===== src/rtl/rr_hold_arbiter.sv =====
// rtl/rr_hold_arbiter.sv - round-robin arbiter with registered one-hot grants and transaction lock
// Define HOLD_LIMIT_EN to force rotation after MAX_HOLD consecutive grant cycles.
module rr_hold_arbiter #(
    parameter int PORTS = 4,
    parameter int MAX_HOLD = 16,
    localparam int ID_W = $clog2(PORTS)
) (
    input  logic             clk,
    input  logic             rst,
    input  logic [PORTS-1:0] req,
    output logic [PORTS-1:0] gnt,
    output logic             gnt_vld,
    output logic [ID_W-1:0]  gnt_id,
    output logic             hold_expired
);

    if (PORTS < 2 || PORTS > 32) begin : g_bad_ports
        $error("rr_hold_arbiter: PORTS must be within 2..32");
    end
    if (MAX_HOLD < 2) begin : g_bad_hold
        $error("rr_hold_arbiter: MAX_HOLD must be at least 2");
    end

    typedef enum logic {
        IDLE,
        GRANT
    } state_t;

    state_t           state;
    state_t           state_nxt;
    logic [ID_W-1:0]  ptr;
    logic [ID_W-1:0]  ptr_nxt;
    logic [PORTS-1:0] gnt_q;
    logic [PORTS-1:0] gnt_nxt;
    logic [ID_W-1:0]  gnt_id_q;
    logic [ID_W-1:0]  id_nxt;
    logic [ID_W-1:0]  holder;
    logic [ID_W-1:0]  after_holder;
    logic [ID_W-1:0]  pick_ptr;
    logic [ID_W-1:0]  pick_after;
    logic             holder_req;

    // First requester at or after start, wrapping modulo PORTS.
    function automatic logic [ID_W-1:0] rr_pick(input logic [PORTS-1:0] r,
                                                input logic [ID_W-1:0]  start);
        logic [ID_W-1:0] pick;
        logic [ID_W-1:0] cand;
        logic            found;
        int              idx;
        pick  = '0;
        found = 1'b0;
        for (int k = 0; k < PORTS; k++) begin
            idx = int'(start) + k;
            if (idx >= PORTS) idx -= PORTS;
            cand = ID_W'(idx);
            if (!found && r[cand]) begin
                found = 1'b1;
                pick  = cand;
            end
        end
        return pick;
    endfunction

    function automatic logic [PORTS-1:0] onehot(input logic [ID_W-1:0] id);
        return {{(PORTS-1){1'b0}}, 1'b1} << id;
    endfunction

    assign holder       = gnt_id_q;
    assign holder_req   = req[holder];
    assign after_holder = (holder == ID_W'(PORTS-1)) ? '0 : holder + 1'b1;
    assign pick_ptr     = rr_pick(req, ptr);
    assign pick_after   = rr_pick(req, after_holder);

`ifdef HOLD_LIMIT_EN
    localparam int CNT_W = $clog2(MAX_HOLD);
    localparam logic [CNT_W-1:0] CNT_LAST = CNT_W'(MAX_HOLD - 1);

    logic [CNT_W-1:0] hold_cnt;
    logic [CNT_W-1:0] cnt_nxt;
    logic             expired_q;
    logic             expired_nxt;
    logic             limit_hit;

    assign limit_hit = (hold_cnt == CNT_LAST);
`endif

    always_comb begin
        state_nxt = state;
        ptr_nxt   = ptr;
        gnt_nxt   = gnt_q;
        id_nxt    = gnt_id_q;
`ifdef HOLD_LIMIT_EN
        cnt_nxt     = hold_cnt;
        expired_nxt = 1'b0;
`endif
        case (state)
            IDLE: begin
                if (|req) begin
                    state_nxt = GRANT;
                    gnt_nxt   = onehot(pick_ptr);
                    id_nxt    = pick_ptr;
`ifdef HOLD_LIMIT_EN
                    cnt_nxt = '0;
`endif
                end
            end
            GRANT: begin
                // Release hands over at the same edge when anyone else is waiting.
                if (!holder_req) begin
                    ptr_nxt = after_holder;
                    if (|req) begin
                        gnt_nxt = onehot(pick_after);
                        id_nxt  = pick_after;
`ifdef HOLD_LIMIT_EN
                        cnt_nxt = '0;
`endif
                    end else begin
                        state_nxt = IDLE;
                        gnt_nxt   = '0;
                        id_nxt    = '0;
                    end
                end
`ifdef HOLD_LIMIT_EN
                else if (limit_hit) begin
                    // Holder is still in the search set, so a lone requester is re-granted.
                    ptr_nxt     = after_holder;
                    gnt_nxt     = onehot(pick_after);
                    id_nxt      = pick_after;
                    cnt_nxt     = '0;
                    expired_nxt = 1'b1;
                end else begin
                    cnt_nxt = hold_cnt + 1'b1;
                end
`endif
            end
            default: begin
                state_nxt = IDLE;
            end
        endcase
    end

    always_ff @(posedge clk or posedge rst) begin
        if (rst) begin
            state    <= IDLE;
            ptr      <= '0;
            gnt_q    <= '0;
            gnt_id_q <= '0;
        end else begin
            state    <= state_nxt;
            ptr      <= ptr_nxt;
            gnt_q    <= gnt_nxt;
            gnt_id_q <= id_nxt;
        end
    end

`ifdef HOLD_LIMIT_EN
    always_ff @(posedge clk or posedge rst) begin
        if (rst) begin
            hold_cnt  <= '0;
            expired_q <= 1'b0;
        end else begin
            hold_cnt  <= cnt_nxt;
            expired_q <= expired_nxt;
        end
    end

    assign hold_expired = expired_q;
`else
    assign hold_expired = 1'b0;
`endif

    assign gnt     = gnt_q;
    assign gnt_id  = gnt_id_q;
    assign gnt_vld = |gnt_q;

    a_gnt_onehot: assert property (@(posedge clk) disable iff (rst) $onehot0(gnt_q));
    a_gnt_id:     assert property (@(posedge clk) disable iff (rst) (gnt_q == '0) || gnt_q[gnt_id_q]);

endmodule

===== config.mk =====
export PLATFORM = sky130hd
export DESIGN_NAME = rr_hold_arbiter
export DESIGN_NICKNAME = d
export VERILOG_FILES = /design/src/rtl/rr_hold_arbiter.sv
export SDC_FILE = /design/constraint.sdc
export NUM_CORES = 1
export LEC_CHECK = 0
export BUFFER_PORTS_ARGS = -buffer_cell sky130_fd_sc_hd__buf_4
export CAP_MARGIN = 30
export CELL_PAD_IN_SITES_DETAIL_PLACEMENT = 1
export CELL_PAD_IN_SITES_GLOBAL_PLACEMENT = 1
export CORE_UTILIZATION = 41
export DETAILED_ROUTE_END_ITERATION = 7
export GPL_TIMING_DRIVEN = 0
export PLACE_DENSITY_LB_ADDON = 0.1
export SLEW_MARGIN = 10
export SYNTH_ARGS = -nofsm -noshare
export SYNTH_HDL_FRONTEND = slang
export SYNTH_SLANG_ARGS = --single-unit

===== constraint.sdc =====
create_clock -name clk -period 3.2 [get_ports clk]
set_input_delay 0.32 -clock clk [delete_from_list [all_inputs] [get_ports clk]]
set_output_delay 0.32 -clock clk [all_outputs]
set_load 0.02 [all_outputs]

==> flow_summary.json, run 1 <==
{
  "hold_viol": 0,
  "vias": 848,
  "hold_path.class": "input pin to asynchronous set/reset pin",
  "synth_edf_count": 0,
  "clkPwrFrac": 0.077,
  "ant_nets": 0,
  "min_period_ns": 2.76,
  "status": "finished clean",
  "worstPathCellList": "buf_6 -> buf_4 -> inv_1 -> ha_1 -> buf_2 -> mux4_2 -> o22ai_1 -> nand4_2 -> nor2b_1 -> o22a_1",
  "crit_type": "flip-flop to flip-flop",
  "p_seq_frac": 0.196,
  "placed_area_sq_um": 1020,
  "grt_overflow": 0,
  "die_x_microns": 48.8,
  "tns_ns": 0,
  "cts_tree": "yes",
  "synth_seq_cells": 9,
  "synth_top_family_by_area": "compound AO/OA/AOI/OAI gates",
  "fmax_mhz": 362,
  "p_leak_nw": 0.457,
  "finalSetupViolations": 0,
  "initial_utilization": 0.445,
  "grt_max_degree": 11,
  "synth.yosys.seq_area_share": 0.250,
  "dr.first_iter.drc_count": 8,
  "hold_ws_ns": 0.0138,
  "synthArstFlopShare": 1.00,
  "crit_required_ns": 3.40,
  "fin_crit_sh": 0.863,
  "port-buffer-count": 12,
  "startpoint_type": "flip-flop",
  "synth_flop_cell": "dfrtp_1",
  "grt_pass1_wl_mm": 4.10,
  "netlist.area_leader.share": 0.250,
  "h-tree-depth": 1,
  "viasPerCell": 5.62,
  "yosys.area_share.simple": 0.249,
  "clk_path_buf_depth": 2,
  "cp.arrival_ns": 2.96,
  "r2r-end": "gnt[3]",
  "drv_slew": 0,
  "place_hpwl_mm": 1.81,
  "n_antenna_cell": 0,
  "cp_max_fo": 10,
  "worstSetupEndpointType": "flip-flop",
  "synth_area_sq_um": 900,
  "place_ws_ns": 0.477,
  "drc": 0,
  "syn2layout_area_growth_pct": 16.7,
  "rsz0062_at_grt": "false",
  "dr.pass1.iters": 4,
  "grt_usage": 0.224,
  "cp-startpoint": "gnt_id[0]",
  "die_area_sq_um": 2390,
  "switchingPower_uw": 559,
  "layout.cells.non_filler": 151,
  "gp_congestion": 0.798,
  "synthXorXnorAreaFrac": 0,
  "syn_inst": 108,
  "internal_power_uw": 586,
  "crit_slowest_cell": "mux4_2",
  "slew_headroom": 0.506,
  "coreArea_sq_um": 2020,
  "path_clk_slew_ns": 0.06,
  "fillers": 267,
  "power.total_mw": 1.14,
  "ys_top_cells_by_area": "dfrtp_1, nor2_1, ha_1",
  "grt_pass1_vias": 879,
  "ys_types": 42,
  "finish.utilization": 0.519,
  "regToRegSetupSlack_ns": 0.44,
  "switching_share": 0.488,
  "setup_slack_ns": 0.438,
  "drive_above_1_share": 0.266,
  "fin_worst_skew_ns": 0.00327,
  "wl_mm": 2.29,
  "power_density_nw_per_um2": 1090,
  "timing.rr.start": "gnt_id[0]",
  "synthMuxAreaShare": 0.0960,
  "finalNetCount": 134,
  "clockRootBuffer": "clkbuf_4",
  "yosysTopAreaCell": "dfrtp_1",
  "synth_common_cells": "nor2_1, dfrtp_1, nand2_1, a21oi_1, inv_1",
  "synth_warnings": 0,
  "postSynthAreaPerCell_sq_um": 8.33,
  "synth-adder-area-share": 0.0417,
  "clock_latency_ns": 0.26,
  "ioPinCount": 14,
  "cts_buffers": 3,
  "ir_worst_vdd_uv": 548,
  "place_inst": 147,
  "slowest_delay_ns": 0.55,
  "tightest_slew_ns": 0.733,
  "post_cts_buffers": 0,
  "synthMostInstantiatedCell": "nor2_1",
  "syn-num-nets": 117,
  "crit_path_end": "gnt[3]",
  "r2r_cells": 10,
  "postCtsHoldBufs": 0,
  "cts-resized-gates": 0,
  "synth-compound-area-share": 0.278,
  "final_area_sq_um": 1050,
  "cts_num_sinks": 9,
  "combPwrFrac": 0.727,
  "drv_cap": 0,
  "antenna_found_initial": 0,
  "drt-wirelength-per-cell_microns": 15.2,
  "die_h_microns": 48.8,
  "row_count": 16
}
state kept, by name (all words and copies together) (netlist names):
signal / count
gnt: 4
gnt_id: 2
ptr: 2
state: 1
metal layers:
| layer | wire length [microns] | part of all wire | vias to the layer above | global-route usage |
|---|---|---|---|---|
| li1 | - | - | 426 | - |
| met1 | 1140 | 0.50 | 410 | 0.299 |
| met2 | 1080 | 0.47 | 12 | 0.350 |
| met3 | 71 | 0.031 | 0 | 0.0685 |
| met4 | 0 | 0 | 0 | 0.0588 |
| met5 | 0 | 0 | - | 0 |
placed cells by master (no fill, tap or decap), types with 2 or more instances in the layout:
cell type,Yosys,layout
nor2_1,14,14
buf_4,2,14
dfrtp_1,9,9
nand2_1,8,8
a21oi_1,7,7
inv_1,6,6
o21ai_0,5,5
buf_2,4,4
nand2b_1,4,4
mux2i_1,3,3
mux2_2,3,3
a211oi_1,3,3
ha_1,3,3
clkbuf_4,0,3
clkbuf_1,1,2
nor2b_1,2,2
o22ai_1,2,2
nor3_1,2,2
or4_1,2,2
a31oi_1,2,2
a21oi_2,2,2
a21boi_0,2,2
o22a_1,2,2
layout make-up:
type | count | area, sq um | area share
multi-input combinational | 85 | 602 | 0.573
timing repair buffer | 12 | 90.1 | 0.0858
clock buffer | 4 | 26.3 | 0.0250
buffer | 8 | 50.0 | 0.0477
inverter | 6 | 22.5 | 0.0215
sequential | 9 | 225 | 0.215
tap | 27 | 33.8 | 0.0322
logic make-up (layout without fill, tap and decap cells):
logic type,Yosys count,count (layout)
adder cells (fa/ha/maj),3,3
buffers and inverters,14,30
AO/OA/AOI/OAI,33,33
AND/OR/NAND/NOR,41,41
multiplexers,7,7
flip-flops,9,9
other,1,1
power groups by stage:
stage / logic, mW / clock network, mW / registers, mW
after floorplan: 0.577 / 0 / 0.260
after global placement: 0.807 / 0 / 0.220
final: 0.832 / 0.0879 / 0.224
after CTS: 0.835 / 0.0914 / 0.223
after detailed placement: 0.830 / 0 / 0.224
after global routing: 0.917 / 0.0977 / 0.230
worst min-delay path by stage:
stage | startpoint | end | cells after the start
after floorplan | rst | gnt[0] | 1
after global placement | rst | state | 2
after detailed placement | rst | gnt_id[1] | 2
after CTS | rst | gnt_id[1] | 2
after global routing | rst | gnt_id[1] | 2
final | rst | gnt_id[1] | 2
worst max-delay path: cells and delay by family (launching register included):
| kind | cells | cell delay [ns] |
|---|---|---|
| buf+inv | 4 | 0.60 |
| mux | 1 | 0.55 |
| flops | 1 | 0.45 |
| compound gates | 2 | 0.43 |
| simple gates | 2 | 0.38 |
| fa+ha+maj | 1 | 0.27 |
(Power assumes the default switching activity.)
==> inputs of run 2 (changes only) <==
- ABC_AREA: not set -> 1
- CORE_UTILIZATION: 41 -> 39
==> flow_summary.json, run 2 <==
{
  "largest_reg_flops": 4,
  "startpoint_type": "flip-flop",
  "tns_ns": 0,
  "regToRegSetupSlack_ns": 1.02,
  "drc": 0,
  "synth_edf_count": 0,
  "r2r-end": "gnt[1]",
  "die_area_sq_um": 3020,
  "fin_worst_skew_ns": 0.00391,
  "wl_mm": 2.95,
  "netlist.area_leader.share": 0.268,
  "gr-max-usage-layer": "met2",
  "ioPinCount": 14,
  "grt_usage": 0.224,
  "drv_cap": 0,
  "die_h_microns": 55.0,
  "slew_headroom": 0.499,
  "worstSetupEndpointType": "flip-flop",
  "rsz0062_at_grt": "false",
  "finalNetCount": 209,
  "place_hpwl_mm": 2.41,
  "cp_max_fo": 8,
  "fin_crit_sh": 0.683,
  "placed_area_sq_um": 1220,
  "ant_nets": 0,
  "coreArea_sq_um": 2570,
  "layout_common_cells": "nand2_1, nand2_2, nand3_1",
  "drv_slew": 0,
  "grt_pass1_vias": 1138,
  "initial_utilization": 0.426,
  "h-tree-depth": 1,
  "synthArstFlopShare": 1.00,
  "syn-num-nets": 192,
  "drt-wirelength-per-cell_microns": 12.9,
  "grtUsageMet3": 0.0164,
  "r2r_cells": 16,
  "post_cts_buffers": 0,
  "postCtsHoldBufs": 0,
  "ys_types": 28,
  "min_period_ns": 2.18,
  "finalSetupViolations": 0,
  "fillers": 362,
  "synth_seq_cells": 9,
  "cts_num_sinks": 9,
  "final_area_sq_um": 1250,
  "clk_path_buf_depth": 2,
  "dr.first_iter.drc_count": 15,
  "synth_flop_cell": "dfrtp_1",
  "dr.pass1.iters": 4,
  "die_x_microns": 55.0,
  "hold_viol": 0,
  "clockRootBuffer": "clkbuf_4",
  "drive_above_1_share": 0.276,
  "port-buffer-count": 12,
  "crit_required_ns": 3.41,
  "clock_latency_ns": 0.27,
  "place_ws_ns": 1.05,
  "timing.rr.start": "gnt_id[0]",
  "syn_inst": 183,
  "crit_path_end": "gnt[1]",
  "grt_max_degree": 11,
  "grt_overflow": 0,
  "grt_pass1_wl_mm": 4.84,
  "antenna_found_initial": 0,
  "vias": 1199,
  "postSynthAreaPerCell_sq_um": 5.98,
  "crit_type": "flip-flop to flip-flop",
  "grt_util_met1": 0.292,
  "cts_tree": "yes",
  "path_clk_slew_ns": 0.07,
  "hold_path.class": "input pin to asynchronous set/reset pin",
  "synthMostInstantiatedCell": "nand2_1",
  "n_antenna_cell": 0,
  "cts-resized-gates": 0,
  "yosysTopAreaCell": "nand2_1",
  "synth_warnings": 0,
  "ys_top_cells_by_area": "nand2_1, dfrtp_1, nand2_2",
  "cts_buffers": 3,
  "tightest_slew_ns": 0.745,
  "synth.yosys.seq_area_share": 0.206,
  "synth_area_sq_um": 1090,
  "row_count": 18,
  "grt_use_met2": 0.390,
  "cp-startpoint": "gnt_id[0]",
  "status": "finished clean",
  "setup_slack_ns": 1.02,
  "fmax_mhz": 458,
  "final_common_cell": "nand2_1",
  "synth_common_cells": "nand2_1, nand2_2, nand3_1, nor2_1, inv_1",
  "syn2layout_area_growth_pct": 14.1,
  "gp_congestion": 0.873,
  "viasPerCell": 5.24,
  "cp.arrival_ns": 2.39
}
## run 2: cell families after synthesis
kind of cell | count (synthesis) | share of synthesized area
AO/OA/AOI/OAI | 12 | 0.0767
other | 1 | 0.00343
adder cells (fa/ha/maj) | 3 | 0.0343
buffers and inverters | 23 | 0.103
AND/OR/NAND/NOR | 135 | 0.577
flip-flops | 9 | 0.206
## run 2: critical path, stage by stage, from the launching register on
cell and delay, ns:
dfrtp_1 0.41, buf_6 0.18, inv_8 0.05, ha_1 0.19
nor2_1 0.31, inv_1 0.08, nand2_1 0.09, nand2_1 0.06
nor2_2 0.12, nand3_1 0.08, nand2_1 0.08, nand2_2 0.09
nor2_4 0.11, nand2_1 0.06, nand2_1 0.06, nand2_1 0.05
nand2_1 0.07
## run 2: through the flow
stage	hold WS, ns	instances	util
floorplan	0.148	183	-
global placement	0.303	225	0.476
detailed placement	0.326	225	0.476
CTS	0.0409	229	0.486
global route	0.0602	229	0.486
finish	0.0265	229	0.486
## run 2: how the worst min path moves through the flow
stage               slack (ns)  cells after the start  from        end
finish                    0.03                      2   rst  gnt_id[1]
global route              0.06                      2   rst  gnt_id[1]
CTS                       0.04                      2   rst  gnt_id[1]
detailed placement        0.33                      2   rst      state
global placement          0.30                      2   rst  gnt_id[0]
floorplan                 0.15                      1   rst     gnt[0]
## run 2: cell type report
cell class,count,area [sq um],area share
plain buffers,3,30.0,0.0241
well taps,30,37.5,0.0301
inverters,20,82.6,0.0662
clock buffers,4,26.3,0.0211
multi-input cells,151,756,0.606
repair buffers,12,90.1,0.0722
flip-flops and latches,9,225,0.181
## run 2: layer usage
layer  vias to the layer above  part of all wire  wire length [microns]
met5                         -                 0                      0
met4                         0             0.014                     42
met3                         5             0.022                     64
met2                        14              0.48                   1430
met1                       571              0.48                   1410
li1                        609                 -                      -
Power of run 2 is not shown: default switching activity piles up to over one toggle a cycle in this logic, so the estimate is an artifact.
==> inputs of run 3 (changes only) <==
- ABC_AREA: 1 -> 0
- CORE_UTILIZATION: 39 -> 41
- clock period: 3.2 -> 2.1 ns (I/O delays scaled with it)
==> flow_summary.json, run 3 (synthesis gave the netlist of run 1 again) <==
{
  "worstPathCellList": "buf_6 -> buf_8 -> inv_4 -> ha_4 -> or4b_1 -> a31oi_1 -> or4_4 -> nand4_4 -> nor2b_1 -> o22a_1",
  "row_count": 16,
  "wl_mm": 2.51,
  "hold_viol": 0,
  "dr.first_iter.drc_count": 11,
  "layout.cells.non_filler": 156,
  "combPwrFrac": 0.764,
  "switching_share": 0.468,
  "finalSetupViolations": 5,
  "internal_power_mw": 1.07,
  "drv_slew": 0,
  "clockRootBuffer": "clkbuf_4",
  "die_area_sq_um": 2390,
  "cp_max_fo": 5,
  "grt_pass1_wl_mm": 4.37,
  "status": "complete, but fails checks",
  "die_h_microns": 48.8,
  "cts_buffers": 3,
  "crit_required_ns": 2.30,
  "fin_crit_sh": 1.09,
  "initial_utilization": 0.445,
  "fin_worst_skew_ns": 0.00167,
  "ir_worst_vdd_uv": 987,
  "startpoint_type": "flip-flop",
  "dr.pass1.iters": 4,
  "rsz0062_at_grt": "true",
  "n_antenna_cell": 0,
  "viasPerCell": 5.64,
  "worstSetupEndpointType": "flip-flop",
  "crit_slowest_cell": "or4b_1",
  "clkPwrFrac": 0.067,
  "h-tree-depth": 1,
  "fmax_mhz": 439,
  "violations": "negative setup slack",
  "power.total_mw": 2.01,
  "die_x_microns": 48.8,
  "drc": 0,
  "layout_common_cells": "buf_4, nor2_1, nand2_1, dfrtp_1, a21oi_1",
  "syn2layout_area_growth_pct": 27.5,
  "gp_congestion": 0.778,
  "switchingPower_uw": 939,
  "ioPinCount": 14,
  "ant_nets": 0,
  "cts_tree": "yes",
  "clk_path_buf_depth": 2,
  "slew_headroom": 0.494,
  "vias": 880,
  "grt_max_degree": 11,
  "grt_overflow": 0,
  "tightest_slew_ns": 0.753,
  "largest_reg_flops": 4,
  "port-buffer-count": 12,
  "drive_above_1_share": 0.341,
  "cts_num_sinks": 9,
  "clock_latency_ns": 0.26,
  "min_period_ns": 2.28,
  "final_common_cell": "buf_4",
  "hold_path.class": "input pin to flip-flop",
  "finish.utilization": 0.567,
  "crit_type": "flip-flop to flip-flop",
  "place_inst": 147,
  "drv_cap": 0,
  "grt_usage": 0.241,
  "cp.arrival_ns": 2.48,
  "p_leak_nw": 0.485,
  "grt_pass1_vias": 869,
  "finalNetCount": 139,
  "drt-wirelength-per-cell_microns": 16.1,
  "setup_slack_ns": -0.180,
  "power_density_nw_per_um2": 1750,
  "coreArea_sq_um": 2020,
  "path_clk_slew_ns": 0.06,
  "place_hpwl_mm": 1.90,
  "antenna_found_initial": 0,
  "p_seq_frac": 0.169,
  "slowest_delay_ns": 0.50
}
==> run 3: final cells by class <==
type	count	area (sq um)
fillers	254	875
multi-input cells	85	642
flip-flops and latches	9	226
repair buffers	18	141
plain buffers	7	52.6
well taps	27	33.8
clock buffers	4	26.3
inverters	6	25.0
==> run 3: final timing paths <==
kind	startpoint	to	slack [ns]	depth (start not counted)
hold / removal	req[2]	state	0.40	3
min in group asynchronous	rst	gnt_id[1]	0.47	3
setup / recovery	gnt_id[0]	gnt[3]	-0.18	10
hold reg to reg	gnt[1]	gnt[1]	0.55	1
max in group asynchronous	rst	gnt_id[0]	1.36	3
setup reg to reg	gnt_id[0]	gnt[3]	-0.18	10
==> run 3: stage by stage <==
| stage | hold WS (ns) | setup WS (ns) | TNS (ns) | cell area (sq um) |
|---|---|---|---|---|
| after global routing | 0.434 | -0.298 | -1.37 | 1150 |
| after floorplan | 0.0379 | -0.269 | -1.17 | 941 |
| after CTS | 0.370 | -0.209 | -0.975 | 1140 |
| final | 0.395 | -0.180 | -0.808 | 1150 |
| after global placement | 0.190 | -0.403 | -1.99 | 1060 |
| after detailed placement | 0.196 | -0.438 | -2.15 | 1060 |
==> run 3: per-layer routing <==
metal	up-vias	global-route usage	wire length (microns)
met2	20	0.391	1210
li1	436	-	-
met4	0	0.0147	0
met5	-	0	0
met3	0	0.0561	87
met1	424	0.341	1210
==> run 3: power groups by stage <==
stage                     combinational (mW)  sequential (mW)  clock (mW)
after floorplan                        0.993            0.398           0
after global placement                  1.35            0.337           0
after detailed placement                1.39            0.350           0
after CTS                               1.51            0.340       0.135
after global routing                    1.67            0.351       0.144
final                                   1.53            0.340       0.134
==> run 3: critical path: cells and delay by family, from the launching register on <==
| family | cells | cell delay [ns] |
|---|---|---|
| compound gates | 2 | 0.33 |
| flops | 1 | 0.42 |
| buf+inv | 3 | 0.28 |
| simple gates | 4 | 0.96 |
| fa+ha+maj | 1 | 0.21 |
==> run 3: what timing repair did <==
item                                    4_1_cts  5_1_grt
hold endpoints to repair                      9        0
endpoints found under the setup margin        6        6
gates resized for setup                       3        3
pin swaps                                     7        6
setup buffers                                 5        0
hold buffers                                  1        0
